## config.mk

```make
export PLATFORM = sky130hd
export DESIGN_NAME = sa_autosa_sdp_core_unpack_flat
export DESIGN_NICKNAME = d
export VERILOG_FILES = /design/src/rtl/sa_autosa_sdp_core_unpack_if.sv /design/src/rtl/sa_autosa_sdp_core_unpack.sv /design/src/flat_wrapper.sv
export SDC_FILE = /design/constraint.sdc
export NUM_CORES = 1
export LEC_CHECK = 0
export ABC_AREA = 1
export CAP_MARGIN = 20
export CORE_AREA = 2 2 250 252
export CTS_CLUSTER_DIAMETER = 30
export DETAILED_ROUTE_END_ITERATION = 10
export DIE_AREA = 0 0 252 254
export HOLD_SLACK_MARGIN = 0.1
export PLACE_DENSITY = 0.65
export SYNTH_ARGS = -nofsm -noshare
export SYNTH_HDL_FRONTEND = slang
export SYNTH_SLANG_ARGS = --single-unit
export TNS_END_PERCENT = 30
```

## constraint.sdc

```tcl
create_clock -name autosa_core_clk -period 2.2 [get_ports autosa_core_clk]
set_input_delay 0.33 -clock autosa_core_clk [delete_from_list [all_inputs] [get_ports autosa_core_clk]]
set_output_delay 0.33 -clock autosa_core_clk [all_outputs]
set_load 0.05 [all_outputs]
```

## src/rtl/sa_autosa_sdp_core_unpack_if.sv

```systemverilog
// Handshake bundle for the SDP core narrow-to-wide unpack stage.
// Carries the narrow input beat channel and the wide output word channel.
// The inp_last signal exists only when AUTOSA_SDP_UNPACK_LAST_EN is defined.
//   slave  : the unpack core (consumes narrow beats, produces wide words)
//   master : the surrounding logic (produces narrow beats, consumes wide words)
interface sa_autosa_sdp_core_unpack_if #(
    parameter int IW = 128,
    parameter int OW = 512
);
    logic          inp_pvld;
    logic          inp_prdy;
    logic [IW-1:0] inp_data;
`ifdef AUTOSA_SDP_UNPACK_LAST_EN
    logic          inp_last;
`endif
    logic          out_pvld;
    logic          out_prdy;
    logic [OW-1:0] out_data;

`ifdef AUTOSA_SDP_UNPACK_LAST_EN
    modport slave (
        input  inp_pvld, inp_data, inp_last, out_prdy,
        output inp_prdy, out_pvld, out_data
    );

    modport master (
        output inp_pvld, inp_data, inp_last, out_prdy,
        input  inp_prdy, out_pvld, out_data
    );
`else
    modport slave (
        input  inp_pvld, inp_data, out_prdy,
        output inp_prdy, out_pvld, out_data
    );

    modport master (
        output inp_pvld, inp_data, out_prdy,
        input  inp_prdy, out_pvld, out_data
    );
`endif
endinterface

```

## src/rtl/sa_autosa_sdp_core_unpack.sv

```systemverilog
// SDP core width up-converter: gathers RATIO narrow IW-bit beats into one
// registered OW-bit word, beat 0 in the least-significant segment.
// Optional early-flush marker inp_last is enabled by AUTOSA_SDP_UNPACK_LAST_EN.
module sa_autosa_sdp_core_unpack #(
    parameter int IW    = 128,
    parameter int OW    = 512,
    parameter int RATIO = OW / IW
) (
    input  logic                         autosa_core_clk,
    input  logic                         autosa_core_rstn,
    sa_autosa_sdp_core_unpack_if.slave   bus
);

    localparam logic [3:0] LAST_SEG = 4'(RATIO - 1);

    // Only power-of-two ratios up to 16 fit the 4-bit segment counter.
    generate
        if (!(RATIO == 1 || RATIO == 2 || RATIO == 4 || RATIO == 8 || RATIO == 16)) begin : g_bad_ratio
            $error("sa_autosa_sdp_core_unpack: RATIO must be 1, 2, 4, 8 or 16");
        end
        if (OW != RATIO * IW) begin : g_bad_width
            $error("sa_autosa_sdp_core_unpack: OW must equal RATIO*IW");
        end
    endgenerate

    logic          out_pvld_q;
    logic          out_pvld_d;
    logic [3:0]    seg_cnt_q;
    logic [3:0]    seg_cnt_d;
    logic [OW-1:0] data_q;
    logic [OW-1:0] data_d;

    logic          inp_acc;
    logic          out_acc;
    logic          flush;
    logic          word_done;

    // A held word stalls input until the downstream takes it; take and accept may coincide.
    assign bus.inp_prdy = !out_pvld_q || bus.out_prdy;
    assign inp_acc      = bus.inp_pvld && bus.inp_prdy;
    assign out_acc      = out_pvld_q && bus.out_prdy;

`ifdef AUTOSA_SDP_UNPACK_LAST_EN
    assign flush = bus.inp_last;
`else
    assign flush = 1'b0;
`endif

    assign word_done = (seg_cnt_q == LAST_SEG) || flush;

    assign bus.out_pvld = out_pvld_q;
    assign bus.out_data = data_q;

    // Next-state: write the accepted beat into its segment, advance the counter, raise valid on completion.
    always_comb begin
        data_d     = data_q;
        seg_cnt_d  = seg_cnt_q;
        out_pvld_d = out_pvld_q;

        if (out_acc) begin
            out_pvld_d = 1'b0;
        end

        if (inp_acc) begin
            if (seg_cnt_q == 4'd0) begin
                data_d = '0;
            end
            for (int k = 0; k < RATIO; k++) begin
                if (seg_cnt_q == 4'(k)) begin
                    data_d[k*IW +: IW] = bus.inp_data;
                end
            end
            if (word_done) begin
                seg_cnt_d  = 4'd0;
                out_pvld_d = 1'b1;
            end else begin
                seg_cnt_d  = seg_cnt_q + 4'd1;
            end
        end
    end

    // State registers; reset drops any partial word immediately.
    always_ff @(posedge autosa_core_clk or negedge autosa_core_rstn) begin
        if (!autosa_core_rstn) begin
            out_pvld_q <= 1'b0;
            seg_cnt_q  <= 4'd0;
            data_q     <= '0;
        end else begin
            out_pvld_q <= out_pvld_d;
            seg_cnt_q  <= seg_cnt_d;
            data_q     <= data_d;
        end
    end

endmodule

```

## src/flat_wrapper.sv

```systemverilog
// flat-port wrapper written by rule: the top's interface ports become plain ports
module sa_autosa_sdp_core_unpack_flat 
#(
    parameter int IW    = 128,
    parameter int OW    = 512,
    parameter int RATIO = OW / IW
)
  (autosa_core_clk, autosa_core_rstn, bus_inp_pvld, bus_inp_data, bus_out_prdy, bus_inp_prdy, bus_out_pvld, bus_out_data);
  sa_autosa_sdp_core_unpack_if #(.IW(IW), .OW(OW)) bus_i ();
  input  logic autosa_core_clk;
  input  logic autosa_core_rstn;
  input wire logic [$bits(bus_i.inp_pvld)-1:0] bus_inp_pvld;
  input wire logic [$bits(bus_i.inp_data)-1:0] bus_inp_data;
  input wire logic [$bits(bus_i.out_prdy)-1:0] bus_out_prdy;
  output wire logic [$bits(bus_i.inp_prdy)-1:0] bus_inp_prdy;
  output wire logic [$bits(bus_i.out_pvld)-1:0] bus_out_pvld;
  output wire logic [$bits(bus_i.out_data)-1:0] bus_out_data;
  assign bus_i.inp_pvld = bus_inp_pvld;
  assign bus_i.inp_data = bus_inp_data;
  assign bus_i.out_prdy = bus_out_prdy;
  assign bus_inp_prdy = bus_i.inp_prdy;
  assign bus_out_pvld = bus_i.out_pvld;
  assign bus_out_data = bus_i.out_data;
  sa_autosa_sdp_core_unpack #(.IW(IW), .OW(OW), .RATIO(RATIO)) u_core (.autosa_core_clk(autosa_core_clk), .autosa_core_rstn(autosa_core_rstn), .bus(bus_i));
endmodule
```

# ---- After elaboration in Yosys (flattened, before gate mapping)
# Cells that the tools add are included.
dict set report op_classes {
  n_addsub 1
  n_eq_ne 3
  muxes 9
  n_reduce_logical 12
}
# cell n
set ops {}
lappend ops {{$mux W128} 4}
lappend ops {{$mux W512} 1}
lappend ops {{$eq A4 B2 Y1 const B} 2}
lappend ops {{$reduce_and A2 Y1} 4}
lappend ops {{$reduce_bool A2 Y1} 3}
lappend ops {{$add A4 B1 Y4 const B} 1}
lappend ops {{$eq A4 B1 Y1 const B} 1}
lappend ops {{$logic_not A4 Y1} 1}
lappend ops {{$mux W4} 1}
lappend ops {{$mux W1} 3}
lappend ops {{$logic_and A1 B1 Y1} 2}
lappend ops {{$logic_not A1 Y1} 1}
lappend ops {{$logic_or A1 B1 Y1} 1}
dict set report word_totals {
  register_bits 517
  in_bits 132
  output_inout_bits 514
  word_cells 31
}

# ---- Logic depth before layout (Yosys ltp)
# Gate-level depths: netlist (run 1).
dict set report logic_depth {
  depth_word 4
  depth_mapped 9
  mapped_depth_nobuf 7
}

# ---- Worst setup path after synthesis (run 1)
# Ideal clock, no wire load.
dict set report synth_timing {
  kind {register -> register}
  startpoint {register u_core.out_pvld_q (netlist: u_core.bus.out_pvld)}
  endpoint {register u_core.out_pvld_q (netlist: u_core.bus.out_pvld)}
  setup_time_ns 0.157
  arrival_ns 1.974
  required_ns 2.043
  slack_ns 0.069
  path_stages_with_launch 7
  n_path_buf 3
  synth_period_minus_slack_ns 2.131
  path_cell_list {dfrtp_1 nand2_1 nand2_2 buf_2 buf_2 buf_2 o21ai_0}
}
dict set report synth_between {
  elab_chain_cells 4
  elab_cells_between_ends 7
  classes_between {3 x mux; 4 x reduce/logical}
}
# item line
set synth_lines {}
lappend synth_lines {{start: declaration} sa_autosa_sdp_core_unpack.sv:26} ;# logic out_pvld_q;
lappend synth_lines {{start signal: assignment} sa_autosa_sdp_core_unpack.sv:89} ;# out_pvld_q <= out_pvld_d;
lappend synth_lines {{$logic_not A1 Y1} sa_autosa_sdp_core_unpack.sv:39} ;# assign bus.inp_prdy = !out_pvld_q || bus.out_prdy;
lappend synth_lines {{$logic_or A1 B1 Y1} sa_autosa_sdp_core_unpack.sv:39}
lappend synth_lines {{via bus_inp_prdy} flat_wrapper.sv:15} ;# output wire logic [$bits(bus_i.inp_prdy)-1:0] bus_inp_prdy;
lappend synth_lines {{$logic_and A1 B1 Y1} sa_autosa_sdp_core_unpack.sv:40} ;# assign inp_acc = bus.inp_pvld && bus.inp_prdy;
lappend synth_lines {{$mux W1} sa_autosa_sdp_core_unpack.sv:64} ;# if (inp_acc) begin
lappend synth_lines {{via u_core.out_pvld_d} sa_autosa_sdp_core_unpack.sv:27} ;# logic out_pvld_d;
# The timed path passes the listed nets, and every way through them passes these cells.
# A chain may end at the register's enable or synchronous reset.

# ---- Worst setup path after layout (run 1)
dict set report layout_timing {
  startpoint {register u_core.data_q[237] (netlist: u_core.bus.out_data[237])}
  endpoint {output port bus_out_data[237]}
}
# item line
set layout_rtl {}
lappend layout_rtl {{start: declaration} sa_autosa_sdp_core_unpack.sv:30} ;# logic [OW-1:0] data_q;
lappend layout_rtl {{start signal: assignment} sa_autosa_sdp_core_unpack.sv:91} ;# data_q <= data_d;
lappend layout_rtl {{end: declaration} flat_wrapper.sv:17} ;# output wire logic [$bits(bus_i.out_data)-1:0] bus_out_data;
# No word-level cell between the ends.

==> results of run 1 <==
[per-layer routing]
layer | vias up | track usage (%) | part of all wire [%]
met5 | - | 0 | 0.016
met1 | 9735 | 33.3 | 42
met3 | 142 | 7.48 | 8.1
li1 | 9658 | - | -
met2 | 731 | 41.3 | 47
met4 | 2 | 9.91 | 3.1
[power groups by stage]
| stage | Combinational, mW | Clock, mW | Sequential [mW] |
|---|---|---|---|
| 5_1_grt | 34.0 | 19.3 | 15.8 |
| 3_5_place_dp | 33.4 | 0 | 15.5 |
| 4_1_cts | 32.4 | 18.7 | 15.4 |
| 6_report | 32.1 | 18.5 | 15.4 |
| 2_1_floorplan | 8.02 | 0 | 28.2 |
| 3_3_place_gp | 33.2 | 0 | 15.5 |
[Yosys cell counts, types with 4 or more instances]
cell type,count,area [um2]
buf_4,14,105
nand2_1,1131,4250
o21bai_1,385,2890
ha_1,4,50.1
clkbuf_1,24,90.1
nand3_1,35,175
inv_1,434,1630
buf_2,110,551
dfrtp_1,517,12900
buf_1,14,52.6
nor2_1,68,255
[sequential cells by signal, summed over array words and instances (netlist names)]
name,count
u_core.bus.out_data,512
u_core.bus.out_pvld,1
u_core.seg_cnt_q,4
[worst paths after layout]
check / start / endpoint / slack, ns / depth (start not counted)
max: u_core.bus.out_data[237] / bus_out_data[237] / 0.04 / 1
min: autosa_core_rstn / u_core.bus.out_data[100] / 0.18 / 2
max reg2reg: u_core.seg_cnt_q[1] / u_core.bus.out_data[510] / 0.28 / 6
min reg2reg: u_core.bus.out_data[83] / u_core.bus.out_data[83] / 0.46 / 2
max in group asynchronous: autosa_core_rstn / u_core.bus.out_data[53] / 1.12 / 3
min in group autosa_core_clk: bus_inp_data[103] / u_core.bus.out_data[487] / 0.31 / 3
[timing repair]
action / in CTS / in global routing
hold buffers: 1 / 0
setup endpoints to repair: 243 / 83
setup buffers: 0 / 0
gates resized for setup: 243 / 66
cloned: 0 / 0
endpoints found under the hold margin: 322 / 0
[through the flow]
step | power, mW | util [%]
finish | 66.0 | 57.5
global route | 69.1 | 57.5
CTS | 66.5 | 57.2
detailed placement | 48.9 | 50.7
global placement | 48.7 | 50.7
floorplan | 36.2 | -
[placed cells by master (no fill, tap or decap), types with 2 or more instances in the layout]
cell type        Yosys  layout
bufinv_16            0      16
o21ai_0              3       3
nor2_1              68      65
nand2_1           1131    1129
inv_16               0       2
buf_12               0      47
inv_1              434     433
ha_1                 4       4
clkinv_8             0       2
clkbuf_8             0      23
dfrtp_1            517     517
clkinv_2             0      15
clkdlybuf4s50_1      0     334
clkinvlp_4           0       8
inv_6                0       8
clkbuf_1            24      14
o21bai_1           385     385
clkbuf_16            0     121
clkinv_4             0      12
buf_4               14      43
nand2_2              2       2
nand3_1             35      35
o21ai_4              0       3
dlygate4sd2_1        0     243
nor2_4               1       7
dlymetal6s2s_1       0      65
[logic make-up after synthesis]
kind of cell / after synthesis / share of synthesized area (%)
AOI/OAI and AO/OA: 392 / 12.7
xor gates and xnor gates: 1 / 0.0380
adders and majority gates: 4 / 0.217
buffers and inverters: 596 / 10.5
DFF: 517 / 56.1
and+or+nand+nor: 1241 / 20.5
[area by class of cell]
class / instances / area [um2] / area share (%)
Multi-Input combinational cell: 1638 / 7820 / 22.2
Timing Repair Buffer: 735 / 7580 / 21.5
Tap cell: 790 / 988 / 2.81
Clock inverter: 63 / 863 / 2.45
Clock buffer: 158 / 3400 / 9.65
Inverter: 434 / 1630 / 4.63
Sequential cell: 517 / 12900 / 36.7
Antenna cell: 1 / 2.50 / 0.00711
==> results.sh, run 1 <==
export IMPL_routed_wl_um=83700
export IMPL_drc_errors=0
export IMPL_hold_slack_ns=0.185
export IMPL_grt_pass1_wl_um=127000
export IMPL_drtIter0Drc=1367
export IMPL_die_area_um2=64000
export IMPL_finalNetCount=3581
export IMPL_crit_fanout=2
export IMPL_die_w_um=252
export IMPL_first_global_vias=20400
export IMPL_io_buffers=645
export IMPL_power_density_nw_per_um2=1870
export IMPL_h_tree_depth=3
export IMPL_synth_edf_count=0
export IMPL_dr_pass1_iters=5
export IMPL_period_needed_ns=2.16
export IMPL_finalWorstSetupSlack_ns=0.0417
export IMPL_p_int_mw=35.0
export IMPL_rsz0062_at_grt="false"
export IMPL_crit_family="buffers and inverters"
export IMPL_p_leak_nw=19.7
export IMPL_p_switching_mw=31.0
export IMPL_ir_drop_v=0.00115
export IMPL_cp_slowest_stage_delay_ns=0.82
export IMPL_grt_overflow=0
export IMPL_place_hpwl_um=56500
export IMPL_cp_num_buf_inv=1
export IMPL_cp_required_ns=1.87
export IMPL_cp_start_kind="register"
export IMPL_area_delta_synth_final_pct=52.6
export IMPL_hp_class="input port to async pin"
export IMPL_drv_slew=0
export IMPL_post_route_period_util_pct=98.1
export IMPL_place_inst=4113
export IMPL_pre_cts_ws_ns=0.112
export IMPL_dpl_cell_area_um2=31100
export IMPL_cap_violations=0
export IMPL_die_height_um=254
export IMPL_stdcell_area_um2=35200
export IMPL_wl_per_cell_um=19.3
export IMPL_clk_pin_slew_ns=0.05
export IMPL_hold_viol=0
export IMPL_row_count=91
export IMPL_tightest_slew_ns=0.650
export IMPL_syn_nets=2887
export IMPL_ys_warn_count=0
export IMPL_final_cells=4336
export IMPL_tritoncts="yes"
export IMPL_p_comb_share_pct=48.7
export IMPL_finClkSkew_ns=0.0385
export IMPL_clockBufferDepth=3
export IMPL_ios=646
export IMPL_cts_made_buffers=119
export IMPL_end_kind="primary output"
export IMPL_p_clk_share_pct=28.0
export IMPL_synthArstFlopShare_pct=100
export IMPL_core_area_um2=61300
export IMPL_synth_cell_type_count=19
export IMPL_crit_type="register to primary output"
export IMPL_vias_per_cell=4.67
export IMPL_netSwitchingFraction_pct=47.0
export IMPL_max_freq_mhz=463
export IMPL_setup_tns_ns=0
export IMPL_initial_utilization_pct=37.7
export IMPL_cts_root_buf="clkbuf_16"
export IMPL_synth_cells=2751
export IMPL_globalplace_congestion=0.857
export IMPL_grt_max_degree=78
export IMPL_syn_avg_cell_area_um2=8.39
export IMPL_grt_antenna_before_repair=3
export IMPL_via_count=20300
export IMPL_sequentialPowerShare_pct=23.3
export IMPL_synth_seq_area_share_pct=56.1
export IMPL_nFillCells=5391
export IMPL_crit_slowest_cell="clkdlybuf4s50_1"
export IMPL_antenna_left=0
export IMPL_synthFlopType="dfrtp_1"
export IMPL_cts_sink_count=517
export IMPL_critPathArrivalTime_ns=1.83
export IMPL_grt_use_total_pct=25.9
export IMPL_synth_area_um2=23100
export IMPL_drive_gt1_share_pct=8.89
export IMPL_synth_seq_cells=517
export IMPL_worstSkewPairLatency_ns=0.66
export IMPL_status="completed"
export IMPL_slew_headroom_pct=56.7
export IMPL_path_cells="clkdlybuf4s50_1"
export IMPL_setup_viol=0
No activity file was read; power rests on OpenSTA's default activity.
==> inputs of run 2 (changes only) <==
- ABC_AREA: 1 -> unset
- CORE_AREA: 2 2 250 252 -> 2 2 249 251
- DIE_AREA: 0 0 252 254 -> 0 0 251 253
- MAX_ROUTING_LAYER: unset -> met4
- PLACE_DENSITY: 0.65 -> unset
==> results.sh, run 2 <==
export IMPL_drive_gt1_share_pct=19.2
export IMPL_drv_slew=0
export IMPL_area_delta_synth_final_pct=62.1
export IMPL_drc_errors=0
export IMPL_synthFlopType="dfrtp_1"
export IMPL_grt_pass1_wl_um=103000
export IMPL_crit_type="register to primary output"
export IMPL_synth_cell_type_count=24
export IMPL_crit_slowest_cell="clkdlybuf4s50_1"
export IMPL_dr_pass1_iters=5
export IMPL_syn_avg_cell_area_um2=14.4
export IMPL_synthSimpleGateAreaFrac_pct=2.51
export IMPL_synth_most_common_cell="dfrtp_1"
export IMPL_post_route_period_util_pct=97.9
export IMPL_clk_pin_slew_ns=0.05
export IMPL_drtIter0Drc=784
export IMPL_globalplace_congestion=0.834
export IMPL_cp_num_buf_inv=1
export IMPL_place_hpwl_um=47100
export IMPL_grt_max_degree=88
export IMPL_final_cell_mix="517 x dfrtp_1, 319 x clkdlybuf4s50_1, 287 x a22o_1"
export IMPL_grt_use_total_pct=22.0
export IMPL_die_w_um=251
export IMPL_grt_antenna_before_repair=1
export IMPL_worstSkewPairLatency_ns=0.66
export IMPL_synth_fa_ha_area_share_pct=0.257
export IMPL_via_count=14600
export IMPL_final_cells=2982
export IMPL_period_needed_ns=2.15
export IMPL_die_area_um2=63500
export IMPL_synth_xor_area_share_pct=0.0450
export IMPL_met1_length_um=27900
export IMPL_initial_utilization_pct=31.9
export IMPL_largest_reg_flops=512
export IMPL_ys_warn_count=0
export IMPL_synth_common_cells="517 x dfrtp_1, 287 x a22o_1, 130 x mux2_2, 99 x inv_1, 99 x nand2_1"
export IMPL_row_count=91
export IMPL_hp_class="input port to async pin"
export IMPL_wl_met3_um=5100
export IMPL_status="completed"
export IMPL_finClkSkew_ns=0.0440
export IMPL_finalNetCount=2230
export IMPL_grt_overflow=0
export IMPL_cp_start_kind="register"
export IMPL_path_cells="clkdlybuf4s50_1"
export IMPL_cap_violations=0
export IMPL_routed_wl_um=69000
export IMPL_synth_cells=1355
export IMPL_hold_slack_ns=0.189
export IMPL_post_cts_setup_buffers=0
export IMPL_core_area_um2=61000
export IMPL_wl_per_cell_um=23.1
export IMPL_cts_root_buf="clkbuf_16"
export IMPL_first_global_vias=15700
export IMPL_synthArstFlopShare_pct=100
export IMPL_h_tree_depth=3
export IMPL_setup_tns_ns=0
export IMPL_end_kind="primary output"
export IMPL_tightest_slew_ns=0.653
export IMPL_synthMuxAreaShare_pct=12.5
export IMPL_nFillCells=5266
export IMPL_synth_top_cell_area_share_pct=66.5
export IMPL_synth_edf_count=0
export IMPL_synth_top_family_by_area="compound AO/OA/AOI/OAI gates"
export IMPL_multi_input_area_um2=5610
export IMPL_netlist_top_cells_area="dfrtp_1 66%, a22o_1 13%, mux2_2 7.5%"
export IMPL_synth_area_um2=19500
export IMPL_final_common_cell="dfrtp_1"
export IMPL_max_freq_mhz=464
export IMPL_critPathArrivalTime_ns=1.82
export IMPL_cp_slowest_stage_delay_ns=0.81
export IMPL_synth_top_area_cell="dfrtp_1"
export IMPL_crit_family="buffers and inverters"
export IMPL_final_seq_area_um2=12900
export IMPL_hold_viol=0
export IMPL_syn_nets=1491
export IMPL_vias_per_cell=4.90
export IMPL_place_inst=2769
export IMPL_synth_seq_cells=517
export IMPL_routed_wl_met2_um=34000
export IMPL_crit_fanout=2
export IMPL_die_height_um=253
export IMPL_slew_headroom_pct=56.6
export IMPL_cts_sink_count=517
export IMPL_clockBufferDepth=3
export IMPL_top_layer="met4"
export IMPL_ios=646
export IMPL_tritoncts="yes"
export IMPL_synth_seq_area_share_pct=66.5
export IMPL_io_buffers=645
export IMPL_synth_compound_area_share_pct=13.1
export IMPL_setup_viol=0
export IMPL_cp_required_ns=1.87
export IMPL_cts_made_buffers=112
export IMPL_antenna_left=0
[run 2: cell types whose count changed after synthesis, moves of 71 or more]
cell	change
a22o_1	+287
buf_2	-71
inv_1	-335
mux2_2	+130
mux2i_1	+97
nand2_1	-1032
o21bai_1	-385
[run 2: cell families (layout without fill, tap and decap cells)]
family                     Yosys count  in the layout
DFF                                517            517
AOI/OAI and AO/OA                  291            291
muxes                              227            227
buffers and inverters              201           1037
and+or+nand+nor                    114            114
adders and majority gates            4              4
xor gates and xnor gates             1              1
other                                0              1
[run 2: path summary, 6_finish.rpt]
check                                       startpoint                  endpoint  slack, ns  cells after the start
setup / recovery              u_core.bus.out_data[503]         bus_out_data[503]       0.05                      1
hold / removal                        autosa_core_rstn  u_core.bus.out_data[487]       0.19                      2
setup reg to reg                   u_core.seg_cnt_q[0]   u_core.bus.out_data[12]       0.14                      6
hold reg to reg               u_core.bus.out_data[478]  u_core.bus.out_data[478]       0.49                      1
max in group asynchronous             autosa_core_rstn  u_core.bus.out_data[496]       0.98                      3
min in group autosa_core_clk          bus_inp_data[33]  u_core.bus.out_data[289]       0.35                      3
[run 2: metrics by stage]
stage / util, % / cell area (um2) / worst slack (ns)
2_1_floorplan: - / 19500 / 0.208
3_3_place_gp: 45.0 / 27500 / -0.144
3_5_place_dp: 45.0 / 27500 / -0.140
4_1_cts: 51.3 / 31300 / 0.0000131
5_1_grt: 51.7 / 31500 / -0.00989
6_report: 51.7 / 31500 / 0.0458
[run 2: area by class of cell]
cell class / instances / share of cell area, %
Sequential cell: 517 / 41.0
Timing Repair Buffer: 727 / 23.9
Multi-Input combinational cell: 637 / 17.8
Clock buffer: 135 / 9.51
Clock inverter: 76 / 3.43
Tap cell: 790 / 3.13
Inverter: 99 / 1.18
Antenna cell: 1 / 0.00793
[run 2: per-layer routing]
layer | track usage (%) | vias to the layer above
met5 | - | -
met4 | 7.52 | 0
met3 | 6.16 | 127
met2 | 35.6 | 608
met1 | 26.7 | 7542
li1 | - | 6341
[run 2: what timing repair did]
item,CTS,global route
resized for setup,219,105
hold buffers,1,0
setup endpoints to repair,219,105
hold endpoints to repair,465,0
Power of run 2 is left out: the tool's default activity adds up to more than one toggle a clock period on the data nets, which glitch-free logic cannot reach.
==> inputs of run 3 (changes only) <==
- CELL_PAD_IN_SITES_DETAIL_PLACEMENT: unset -> 0
- CELL_PAD_IN_SITES_GLOBAL_PLACEMENT: unset -> 1
- CORE_AREA: 2 2 249 251 -> 2 2 250 252
- DIE_AREA: 0 0 251 253 -> 0 0 252 254
- PLACE_DENSITY_LB_ADDON: unset -> 0.1
==> results.sh, run 3 (synthesis results as in run 2) <==
export IMPL_slew_headroom_pct=56.6
export IMPL_finalNetCount=2222
export IMPL_crit_fanout=2
export IMPL_reg2reg_slack_ns=0.27
export IMPL_wl_per_cell_um=24.4
export IMPL_rr_worst_depth=6
export IMPL_dr_pass1_iters=5
export IMPL_hold_viol=0
export IMPL_post_cts_setup_buffers=0
export IMPL_drc_errors=0
export IMPL_hold_slack_ns=0.130
export IMPL_die_height_um=254
export IMPL_tightest_slew_ns=0.654
export IMPL_reg2reg_to="u_core.bus.out_data[121]"
export IMPL_place_hpwl_um=49100
export IMPL_area_delta_synth_final_pct=59.5
export IMPL_largest_reg_flops=512
export IMPL_final_cells=2985
export IMPL_grt_max_degree=86
export IMPL_cts_sink_count=517
export IMPL_globalplace_congestion=0.810
export IMPL_max_freq_mhz=464
export IMPL_antenna_left=0
export IMPL_nFillCells=5490
export IMPL_post_route_period_util_pct=97.9
export IMPL_place_inst=2742
export IMPL_dpl_cell_area_um2=27200
export IMPL_io_buffers=645
export IMPL_setup_viol=0
export IMPL_crit_family="buffers and inverters"
export IMPL_clk_pin_slew_ns=0.04
export IMPL_crit_slowest_cell="clkdlybuf4s50_1"
export IMPL_drive_gt1_share_pct=18.8
export IMPL_critPathArrivalTime_ns=1.82
export IMPL_tritoncts="yes"
export IMPL_drv_slew=0
export IMPL_reg2reg_from="u_core.seg_cnt_q[0]"
export IMPL_finClkSkew_ns=0.0232
export IMPL_path_cells="clkdlybuf4s50_1"
export IMPL_die_area_um2=64000
export IMPL_core_area_um2=61300
export IMPL_cts_made_buffers=131
export IMPL_via_count=14500
export IMPL_stdcell_area_um2=31000
export IMPL_crit_type="register to primary output"
export IMPL_worstSkewPairLatency_ns=0.69
export IMPL_ios=646
export IMPL_routed_wl_um=73000
export IMPL_row_count=91
export IMPL_drtIter0Drc=754
export IMPL_final_cell_mix="517 x dfrtp_1, 495 x dlygate4sd2_1, 287 x a22o_1"
export IMPL_clockBufferDepth=3
export IMPL_grt_pass1_wl_um=106000
export IMPL_grt_use_total_pct=23.3
export IMPL_end_kind="primary output"
export IMPL_cts_root_buf="clkbuf_16"
export IMPL_rsz0062_at_grt="false"
export IMPL_grt_antenna_before_repair=3
export IMPL_cp_required_ns=1.87
export IMPL_vias_per_cell=4.87
export IMPL_cp_slowest_stage_delay_ns=0.81
export IMPL_initial_utilization_pct=31.8
export IMPL_status="completed"
export IMPL_cp_num_buf_inv=1
export IMPL_die_w_um=252
export IMPL_hp_class="input port to async pin"
export IMPL_period_needed_ns=2.15
export IMPL_cp_start_kind="register"
export IMPL_h_tree_depth=4
export IMPL_final_common_cell="dfrtp_1"
export IMPL_setup_tns_ns=0
export IMPL_first_global_vias=15500
export IMPL_grt_overflow=0
export IMPL_cap_violations=0
-- run 3: repair_timing --
action	CTS	global route
resized for setup	495	12
endpoints found under the hold margin	451	0
setup endpoints to repair	495	12
hold buffers	1	0
-- run 3: worst register-to-register path, stage by stage, from the launching register on --
cell and delay, ns:
dfrtp_1 0.42, inv_1 0.09, ha_1 0.32, nand4_1 0.17
buf_12 0.23, buf_12 0.22, mux2_2 0.37
-- run 3: layer usage --
layer | wire (um) | global-route usage (%) | up-vias
met5 | 0 | - | -
met4 | 2340 | 9.42 | 0
met3 | 5710 | 8.21 | 127
met2 | 35200 | 36.4 | 538
met1 | 29800 | 27.4 | 7515
li1 | - | - | 6351
-- run 3: cell type report --
| cell class | count | area (um2) | share of cell area (%) |
|---|---|---|---|
| Clock inverter | 57 | 689 | 2.22 |
| Clock buffer | 182 | 3740 | 12.0 |
| Multi-Input combinational cell | 637 | 5610 | 18.1 |
| Tap cell | 790 | 988 | 3.18 |
| Inverter | 99 | 372 | 1.20 |
| Antenna cell | 3 | 7.51 | 0.0242 |
| Sequential cell | 517 | 12900 | 41.7 |
| Timing Repair Buffer | 700 | 6710 | 21.6 |
-- run 3: worst max path at each step --
stage / start / to / cells after the start
after CTS: u_core.bus.out_data[100] / bus_out_data[100] / 1
after global routing: u_core.bus.out_data[9] / bus_out_data[9] / 1
after global placement: bus_out_prdy / u_core.bus.out_data[281] / 7
after floorplan: u_core.bus.out_pvld / u_core.bus.out_data[152] / 6
final: u_core.bus.out_data[484] / bus_out_data[484] / 1
after detailed placement: bus_out_prdy / u_core.bus.out_data[282] / 7
-- run 3: stage by stage --
step | worst slack, ns | utilization [%]
final | 0.0455 | 50.7
after global placement | -0.0997 | 44.4
after floorplan | 0.208 | -
after detailed placement | -0.132 | 44.4
after CTS | 0.000293 | 50.6
after global routing | 0.00201 | 50.7
Power of run 3 is left out for the same reason.
